==> src/rtl/lsu_pkg.sv <==
// Shared definitions for the load/store unit: access-type encodings, FSM states
// and the access-legality check also used by the decoder.
package lsu_pkg;

   localparam int unsigned LANE_W = 32;
   localparam int unsigned BE_W   = 4;

   localparam logic [2:0] F3_B  = 3'b000;
   localparam logic [2:0] F3_H  = 3'b001;
   localparam logic [2:0] F3_W  = 3'b010;
   localparam logic [2:0] F3_BU = 3'b100;
   localparam logic [2:0] F3_HU = 3'b101;

   typedef enum logic [1:0] {
      IDLE = 2'd0,
      REQ  = 2'd1,
      WAIT = 2'd2,
      RESP = 2'd3
   } lsu_state_t;

   // Stores only have signed encodings; loads add the unsigned byte/half forms.
   function automatic logic lsu_legal(input logic we, input logic [2:0] funct3);
      logic ok;
      ok = (funct3 == F3_B) || (funct3 == F3_H) || (funct3 == F3_W);
      if (!we) begin
         ok = ok || (funct3 == F3_BU) || (funct3 == F3_HU);
      end
      return ok;
   endfunction

endpackage

==> src/rtl/lsu_lane_align.sv <==
// Byte-lane steering: store-side enables/replication/alignment check and
// load-side lane extraction with sign or zero extension.
module lsu_lane_align
   import lsu_pkg::*;
(
   input  logic [2:0]        st_funct3,
   input  logic [1:0]        st_off,
   input  logic [LANE_W-1:0] st_wdata,
   output logic [BE_W-1:0]   be_c,
   output logic [LANE_W-1:0] st_data_c,
   output logic              misaligned_c,
   input  logic [2:0]        ld_funct3,
   input  logic [1:0]        ld_off,
   input  logic [LANE_W-1:0] ld_rdata,
   output logic [LANE_W-1:0] ld_data_c
);

   logic [LANE_W-1:0] shifted;

   // Enables cover load encodings too so loads drive the accessed lanes.
   always_comb begin
      be_c         = '0;
      st_data_c    = st_wdata;
      misaligned_c = 1'b0;
      case (st_funct3)
         F3_B, F3_BU: begin
            be_c      = 4'b0001 << st_off;
            st_data_c = {4{st_wdata[7:0]}};
         end
         F3_H, F3_HU: begin
            be_c         = 4'b0011 << {st_off[1], 1'b0};
            st_data_c    = {2{st_wdata[15:0]}};
            misaligned_c = st_off[0];
         end
         F3_W: begin
            be_c         = 4'b1111;
            misaligned_c = (st_off != 2'b00);
         end
         default: begin
            be_c = '0;
         end
      endcase
   end

   // Aligned halves have off[0] = 0, so one byte-granular shift serves both sizes.
   assign shifted = ld_rdata >> {ld_off, 3'b000};

   always_comb begin
      ld_data_c = '0;
      case (ld_funct3)
         F3_B:    ld_data_c = {{24{shifted[7]}}, shifted[7:0]};
         F3_BU:   ld_data_c = {24'h0, shifted[7:0]};
         F3_H:    ld_data_c = {{16{shifted[15]}}, shifted[15:0]};
         F3_HU:   ld_data_c = {16'h0, shifted[15:0]};
         F3_W:    ld_data_c = ld_rdata;
         default: ld_data_c = '0;
      endcase
   end

endmodule

==> src/rtl/load_store_unit.sv <==
// Multi-cycle load/store unit: accepts one access from execute, runs it on the
// req/gnt/rvalid data-memory port and returns a registered response to writeback.
module load_store_unit
   import lsu_pkg::*;
#(
   parameter int unsigned DATA_W     = LANE_W,
   parameter int unsigned DM_ADDRESS = 9,
   parameter int unsigned RF_ADDRESS = 5
) (
   input  logic                  clk,
   input  logic                  reset,
   input  logic                  req_valid,
   output logic                  req_ready,
   input  logic                  req_we,
   input  logic [2:0]            req_funct3,
   input  logic [DATA_W-1:0]     req_addr,
   input  logic [DATA_W-1:0]     req_wdata,
   input  logic [RF_ADDRESS-1:0] req_rd,
   output logic                  mem_req,
   output logic                  mem_we,
   output logic [DM_ADDRESS-1:0] mem_addr,
   output logic [BE_W-1:0]       mem_be,
   output logic [DATA_W-1:0]     mem_wdata,
   input  logic                  mem_gnt,
   input  logic                  mem_rvalid,
   input  logic [DATA_W-1:0]     mem_rdata,
   output logic                  resp_valid,
   input  logic                  resp_ready,
   output logic [DATA_W-1:0]     resp_data,
   output logic [RF_ADDRESS-1:0] resp_rd,
   output logic                  resp_err,
   output logic                  busy
);

   lsu_state_t            state, state_n;
   logic                  we_q, we_n;
   logic [2:0]            f3_q, f3_n;
   logic [1:0]            off_q, off_n;
   logic [RF_ADDRESS-1:0] rd_q, rd_n;

   logic                  req_ready_n, busy_n;
   logic                  mem_req_n, mem_we_n;
   logic [DM_ADDRESS-1:0] mem_addr_n;
   logic [BE_W-1:0]       mem_be_n;
   logic [DATA_W-1:0]     mem_wdata_n;
   logic                  resp_valid_n, resp_err_n;
   logic [DATA_W-1:0]     resp_data_n;
   logic [RF_ADDRESS-1:0] resp_rd_n;

   logic [BE_W-1:0]       be_c;
   logic [LANE_W-1:0]     st_data_c;
   logic [LANE_W-1:0]     ld_data_c;
   logic                  misaligned_c;
   logic                  legal_c;
   logic                  unused_addr_c;

   // Bits above the data-memory window are dropped without a range error.
   assign unused_addr_c = ^req_addr[DATA_W-1:DM_ADDRESS];

   lsu_lane_align u_align (
      .st_funct3    (req_funct3),
      .st_off       (req_addr[1:0]),
      .st_wdata     (req_wdata[LANE_W-1:0]),
      .be_c         (be_c),
      .st_data_c    (st_data_c),
      .misaligned_c (misaligned_c),
      .ld_funct3    (f3_q),
      .ld_off       (off_q),
      .ld_rdata     (mem_rdata[LANE_W-1:0]),
      .ld_data_c    (ld_data_c)
   );

   assign legal_c = lsu_legal(req_we, req_funct3) && !misaligned_c;

   // Next state and next values of every registered output.
   always_comb begin
      state_n      = state;
      we_n         = we_q;
      f3_n         = f3_q;
      off_n        = off_q;
      rd_n         = rd_q;
      mem_req_n    = mem_req;
      mem_we_n     = mem_we;
      mem_addr_n   = mem_addr;
      mem_be_n     = mem_be;
      mem_wdata_n  = mem_wdata;
      resp_valid_n = resp_valid;
      resp_data_n  = resp_data;
      resp_rd_n    = resp_rd;
      resp_err_n   = resp_err;

      case (state)
         IDLE: begin
            if (req_valid) begin
               we_n  = req_we;
               f3_n  = req_funct3;
               off_n = req_addr[1:0];
               rd_n  = req_rd;
               if (!legal_c) begin
                  state_n      = RESP;
                  resp_valid_n = 1'b1;
                  resp_err_n   = 1'b1;
                  resp_data_n  = '0;
                  resp_rd_n    = req_rd;
               end else begin
                  state_n     = REQ;
                  mem_req_n   = 1'b1;
                  mem_we_n    = req_we;
                  mem_addr_n  = {req_addr[DM_ADDRESS-1:2], 2'b00};
                  mem_be_n    = be_c;
                  mem_wdata_n = req_we ? DATA_W'(st_data_c) : '0;
               end
            end
         end
         REQ: begin
            if (mem_gnt) begin
               mem_req_n   = 1'b0;
               mem_we_n    = 1'b0;
               mem_addr_n  = '0;
               mem_be_n    = '0;
               mem_wdata_n = '0;
               if (we_q) begin
                  state_n      = RESP;
                  resp_valid_n = 1'b1;
                  resp_err_n   = 1'b0;
                  resp_data_n  = '0;
                  resp_rd_n    = '0;
               end else begin
                  state_n = WAIT;
               end
            end
         end
         WAIT: begin
            if (mem_rvalid) begin
               state_n      = RESP;
               resp_valid_n = 1'b1;
               resp_err_n   = 1'b0;
               resp_data_n  = DATA_W'(ld_data_c);
               resp_rd_n    = rd_q;
            end
         end
         RESP: begin
            if (resp_ready) begin
               state_n      = IDLE;
               resp_valid_n = 1'b0;
               resp_err_n   = 1'b0;
               resp_data_n  = '0;
               resp_rd_n    = '0;
            end
         end
         default: begin
            state_n = IDLE;
         end
      endcase

      req_ready_n = (state_n == IDLE);
      busy_n      = (state_n != IDLE);
   end

   // State, request latch and output registers.
   always_ff @(posedge clk or negedge reset) begin
      if (!reset) begin
         state      <= IDLE;
         we_q       <= 1'b0;
         f3_q       <= '0;
         off_q      <= '0;
         rd_q       <= '0;
         req_ready  <= 1'b1;
         busy       <= 1'b0;
         mem_req    <= 1'b0;
         mem_we     <= 1'b0;
         mem_addr   <= '0;
         mem_be     <= '0;
         mem_wdata  <= '0;
         resp_valid <= 1'b0;
         resp_data  <= '0;
         resp_rd    <= '0;
         resp_err   <= 1'b0;
      end else begin
         state      <= state_n;
         we_q       <= we_n;
         f3_q       <= f3_n;
         off_q      <= off_n;
         rd_q       <= rd_n;
         req_ready  <= req_ready_n;
         busy       <= busy_n;
         mem_req    <= mem_req_n;
         mem_we     <= mem_we_n;
         mem_addr   <= mem_addr_n;
         mem_be     <= mem_be_n;
         mem_wdata  <= mem_wdata_n;
         resp_valid <= resp_valid_n;
         resp_data  <= resp_data_n;
         resp_rd    <= resp_rd_n;
         resp_err   <= resp_err_n;
      end
   end

endmodule

==> config.mk <==
export PLATFORM = sky130hd
export DESIGN_NAME = load_store_unit
export DESIGN_NICKNAME = d
export VERILOG_FILES = /design/src/rtl/lsu_pkg.sv /design/src/rtl/lsu_lane_align.sv /design/src/rtl/load_store_unit.sv
export SDC_FILE = /design/constraint.sdc
export NUM_CORES = 1
export LEC_CHECK = 0
export CORE_MARGIN = 2
export CORE_UTILIZATION = 25
export CTS_CLUSTER_DIAMETER = 120
export DETAILED_ROUTE_END_ITERATION = 10
export SLEW_MARGIN = 0
export SYNTH_ARGS = -nofsm -noshare
export SYNTH_HDL_FRONTEND = slang
export SYNTH_SLANG_ARGS = --single-unit
==> constraint.sdc <==
create_clock -name clk -period 2.7 [get_ports clk]
set_clock_uncertainty 0.2 [all_clocks]
set_input_delay 0.81 -clock clk [delete_from_list [all_inputs] [get_ports clk]]
set_output_delay 0.81 -clock clk [all_outputs]
set_load 0.02 [all_outputs]
==> results of run 1 <==
[power groups by stage]
stage	registers, µW	logic (µW)	clock network, µW
2_1_floorplan	2820	1630	0
3_3_place_gp	2380	3590	0
3_5_place_dp	2390	3670	0
4_1_cts	2380	3670	1280
5_1_grt	2460	3930	1350
6_report	2380	3640	1230
[path summary, 6_finish.rpt]
path	slack, ps	cells past startpoint	end	from
worst min-delay path	250	2	rd_q[0]	reset
max in group asynchronous	1570	2	resp_data[14]	reset
worst max register to register	420	5	resp_data[21]	off_q[1]
min in group clk	280	1	mem_addr[4]	mem_addr[4]
worst min register to register	280	1	mem_addr[4]	mem_addr[4]
worst max-delay path	90	5	resp_rd[1]	req_funct3[0]
[registers in the layout, indices dropped and copies added, names as in the netlist]
signal,cells
busy,1
f3_q,3
mem_addr,7
mem_be,4
mem_req,1
mem_wdata,32
mem_we,1
off_q,2
rd_q,5
req_ready,1
resp_data,32
resp_err,1
resp_rd,5
resp_valid,1
state,2
we_q,1
[routing by layer]
layer	track usage (%)	up-vias
met5	0	-
met4	2.63	0
li1	-	2044
met1	19.4	2167
met3	6.23	2
met2	26.5	168
[logic make-up (layout without fill, tap and decap cells)]
family | Yosys count | count (layout) | synth area share, %
buf+inv | 42 | 230 | 4.34
mux | 41 | 41 | 8.47
compound gates | 155 | 155 | 25.7
other cells | 1 | 2 | 0.0765
flops | 99 | 99 | 50.5
simple gates | 112 | 112 | 10.8
[repair_timing]
| item | CTS | global route |
|---|---|---|
| gates resized for setup | 0 | 2 |
| setup buffers | 0 | 0 |
| endpoints found under the setup margin | 0 | 13 |
[critical path, stage by stage]
cell	delay (ps)
clkdlybuf4s50_1	500
or4_4	620
nand2_2	110
o221a_4	250
mux2_1	340
[synthesized netlist by cell type (all sizes together), types with 8 or more instances]
cell	n
buf	19
a211o	15
o2bb2ai	44
o21ai	10
dfrtp	98
a211oi	17
nor2	17
a21o	9
a2bb2oi	8
a22o	17
nor2b	9
clkbuf	18
a21oi	17
nand2	57
and3	8
mux2i	37
[per-stage QoR]
| stage | area [µm²] | utilization (%) |
|---|---|---|
| floorplan | 4910 | - |
| global placement | 7130 | 36.9 |
| detailed placement | 7130 | 36.9 |
| CTS | 7410 | 38.3 |
| global route | 7420 | 38.4 |
| finish | 7420 | 38.4 |
[cell type report]
class	count	area (µm²)
tap	265	332
clock buffer	12	256
sequential	99	2480
multi-input combinational	310	2250
fill	1882	11900
inverter	5	18.8
timing repair buffer	209	2060
clock inverter	4	25.0
==> results.yml, run 1 <==
outcome:
  status: "completed"
critical_path:
  cp-start-kind: "input port"
  worst-setup-path-type: "input port to flip-flop"
  cp_data_required_time_ps: 2720
  critical_path_arrival_ps: 2630
  end_kind: "flip-flop"
  cp_max_fo: 5
power:
  p_int_uw: 4410
  swShare_pct: 39.2
  seq_power_share_pct: 32.9
  pwr-share-comb_pct: 50.2
  power.density_nw_per_um2: 977
  ir_drop_v: 0.000495
  clkPwrFrac_pct: 16.9
  totalPowerFinal_uw: 7250
  leakage_uw: 0.00329
  power.switching_uw: 2840
floorplanning:
  core_um2: 19300
  die_h_um: 144
  num_rows: 51
  ios: 199
  die_area_um2: 20800
  initial_core_util_pct: 25.4
  die_w_um: 144
sta:
  final_max_slew_viol_count: 0
  tightestPinTransition_ps: 760
  hold_ws_ps: 250
  setup_ws_ps: 91.7
  setup_viol: 0
  period_needed_ps: 2610
  finalCritPeriodShare_pct: 96.6
  clock.fmax_ghz: 0.383
  finalSetupTns_ps: 0
  finalHoldViolations: 0
  rsz0062_at_grt: "no"
  slew_headroom_pct: 49.3
global_routing:
  grt-ovfl-total: 0
  antenna_found_initial: 0
  grt_max_degree: 59
  first_global_vias: 4601
  track_usage_pct: 15.8
  grt_pass1_wl_mm: 25.3
clock_tree:
  cts_tree: "done"
  clock_path_buffers: 2
  clk_pin_slew_ps: 70
  htreeDepth: 3
  insertion_delay_ps: 350
  cts_hold_buf: 0
  clock-sinks: 99
  cts-root-buf: "clkbuf_16"
  cts-buffers-inserted: 9
cells_and_area:
  drive_above_1_share_pct: 10.8
  final_cell_mix: "172 x clkdlybuf4s50_1, 98 x dfrtp_1, 56 x nand2_1"
  instances_no_fill: 904
  area_growth_pct: 51.3
  nNetsFinal: 745
  antenna_cells: 0
  final_common_cell: "clkdlybuf4s50_1"
drt:
  first_iter_violations: 139
  drt-total-wl_mm: 16.3
  top_layer: "met4"
  first_pass_iters: 4
  wl_met3_mm: 1.43
  drc: 0
  met2WireLength_mm: 7.80
  routedWlPerCell_um: 18.0
  vias: 4381
  drtAntennaViolNets: 0
  wl_met1_mm: 7.05
  vias_per_cell: 4.85
logic_synthesis:
  syn-instance-count: 450
  synth_area_um2: 4900
  synth_edf_count: 0
  seq_area_frac_synth_pct: 50.5
  async_flop_share_pct: 100
  synth_top_area_share_pct: 50.0
  avgSynthCellArea_um2: 10.9
  yosys.area.top_type: "dfrtp_1"
  synth_warnings: 0
  synth_area_leaders: "dfrtp_1 50%, o2bb2ai_1 7.9%, mux2i_1 7.6%"
  ys_seq_elements: 99
  synthFlopType: "dfrtp_1"
  synth_cell_type_count: 50
placement:
  place_inst: 888
  io_buffers: 173
  pre_cts_slack_ps: -313
  dp_hpwl_mm: 12.2
  routabilityCongestion: 0.813
run:
  max-cap-violations: 0
min_path:
  hold_class: "input port to async pin"
Power figures use the tool's default switching activity.
==> run 2: changes to the inputs <==
--- a/config.mk
+++ b/config.mk
@@ -9,6 +9,7 @@
 export CORE_UTILIZATION = 25
 export CTS_CLUSTER_DIAMETER = 120
 export DETAILED_ROUTE_END_ITERATION = 10
+export SKIP_CTS_REPAIR_TIMING = 1
 export SLEW_MARGIN = 0
 export SYNTH_ARGS = -nofsm -noshare
 export SYNTH_HDL_FRONTEND = slang
==> constraint.sdc (replaced) <==
create_clock -name clk -period 2.8 [get_ports clk]
set_clock_uncertainty 0.2 [all_clocks]
set_input_delay 0.84 -clock clk [delete_from_list [all_inputs] [get_ports clk]]
set_output_delay 0.84 -clock clk [all_outputs]
set_load 0.02 [all_outputs]
==> run 2 against run 1 <==
  * Cell count down 0.44%
  * Critical endpoint is now mem_wdata[10]
  * Non-clock buffer count down 4
  * Largest cell class unchanged
  * Flip-flop and latch count unchanged
  * Via count down 0.41%
  * Highest routed layer unchanged
==> results.yml, run 2 (synthesis gave the netlist of run 1 again) <==
global_routing:
  busiest_layer: "met2"
  grt_max_degree: 46
  use_met1_pct: 19.8
  antenna_found_initial: 0
  track_usage_pct: 15.7
  grt_pass1_wl_mm: 25.1
  grt_use_met3_pct: 5.36
  use_met2_pct: 25.5
  grt-ovfl-total: 0
  first_global_vias: 4471
drt:
  routedWlPerCell_um: 18.1
  first_pass_iters: 4
  drtAntennaViolNets: 0
  drt-total-wl_mm: 16.3
  drc: 0
  vias_per_cell: 4.85
  vias: 4363
  first_iter_violations: 165
critical_path:
  end_kind: "flip-flop"
  crit_family: "buffers and inverters"
  cp_num_buf_inv: 2
  cp-start-kind: "input port"
  cp_cell_sequence: "clkdlybuf4s50_1 > buf_4 > nor2_1 > mux2i_1 > o2bb2ai_1"
  worst-setup-path-type: "input port to flip-flop"
  critical_path_arrival_ps: 2680
  cpMaxStageDelayCell: "nor2_1"
  max_stage_delay_ps: 720
  cp_max_fo: 9
  cp_data_required_time_ps: 2830
cells_and_area:
  seq_area_um2: 2480
  nNetsFinal: 741
  multi_input_comb_area_um2: 2250
  antenna_cells: 0
  drive_above_1_share_pct: 9.29
  final_common_cell: "clkdlybuf4s50_1"
  top_regs: "mem_wdata (32), resp_data (32), mem_addr (7)"
  area_growth_pct: 50.2
  n_fill_cell: 1915
  instances_no_fill: 900
  final_cell_mix: "172 x clkdlybuf4s50_1, 98 x dfrtp_1, 56 x nand2_1"
min_path:
  hold_class: "input port to async pin"
placement:
  dp_hpwl_mm: 12.2
  place_inst: 884
  routabilityCongestion: 0.816
  io_buffers: 173
sta:
  rsz0062_at_grt: "no"
  tightestPinTransition_ps: 920
  final_max_slew_viol_count: 0
  period_needed_ps: 2650
  finalSetupTns_ps: 0
  finalHoldViolations: 0
  finalCritPeriodShare_pct: 94.6
  clock.fmax_ghz: 0.378
  slew_headroom_pct: 38.5
  setup_viol: 0
power:
  leakage_uw: 0.00326
  power.density_nw_per_um2: 942
  ir_drop_v: 0.000355
clock_tree:
  insertion_delay_ps: 340
  cts_tree: "done"
  clock-sinks: 99
  htreeDepth: 3
  cts-root-buf: "clkbuf_16"
  clock_path_buffers: 2
  clk_pin_slew_ps: 70
  cts-buffers-inserted: 9
floorplanning:
  die_area_um2: 20800
  num_rows: 51
  die_h_um: 144
  die_w_um: 144
  initial_core_util_pct: 25.4
  core_um2: 19300
  ios: 199
outcome:
  status: "completed"
run:
  max-cap-violations: 0
## run 2: changes by cell type in the layout (fill, tap and decap cells not counted)
cell	change
clkbuf_1	+5
buf_4	-4
clkinv_2	-2
clkinvlp_4	-2
clkbuf_8	-1
nor2_1	+1
nor2_2	-1
## run 2: metrics by stage
stage	worst slack, ps	total power (µW)	utilization (%)	hold WS [ps]	area, µm²
after floorplan	167	4290	-	245	4910
after global placement	-211	5730	36.7	261	7100
after detailed placement	-227	5820	36.7	264	7100
after CTS	144	7000	38.1	244	7360
after global routing	49.6	7360	38.1	265	7370
final	152	6940	38.1	244	7370
## run 2: worst reg2reg max path, stage by stage (launching register included)
cell and delay [ps]:
dfrtp_1 600, or4_1 650, o32ai_4 420, a211oi_1 120, o2bb2ai_1 180
## run 2: path summary, 6_finish.rpt
check	from	to	slack (ps)	depth (start not counted)
max	req_funct3[0]	mem_wdata[10]	150	5
min	reset	resp_data[16]	240	1
max reg2reg	f3_q[1]	resp_data[16]	550	4
min reg2reg	rd_q[1]	rd_q[1]	280	2
max in group asynchronous	reset	mem_wdata[3]	1470	2
min in group clk	rd_q[1]	rd_q[1]	280	2
## run 2: where the power goes
group          switching (µW)  internal (µW)  total (µW)  leakage, µW
clock                     514            631        1140     0.000125
combinational            1820           1660        3480      0.00181
sequential                392           1930        2320      0.00133
total                    2720           4220        6940      0.00326
## run 2: final cells by class
| class | count | share of cell area, % |
|---|---|---|
| multi-input combinational | 310 | 30.5 |
| inverter | 5 | 0.255 |
| tap | 265 | 4.50 |
| timing repair buffer | 205 | 27.6 |
| sequential | 99 | 33.6 |
| clock buffer | 16 | 3.55 |
## run 2: metal layers
layer	routed length, µm	share of wire [%]
met1	6950	43
met2	7550	46
met3	1600	9.8
met4	170	1.0
met5	0	0
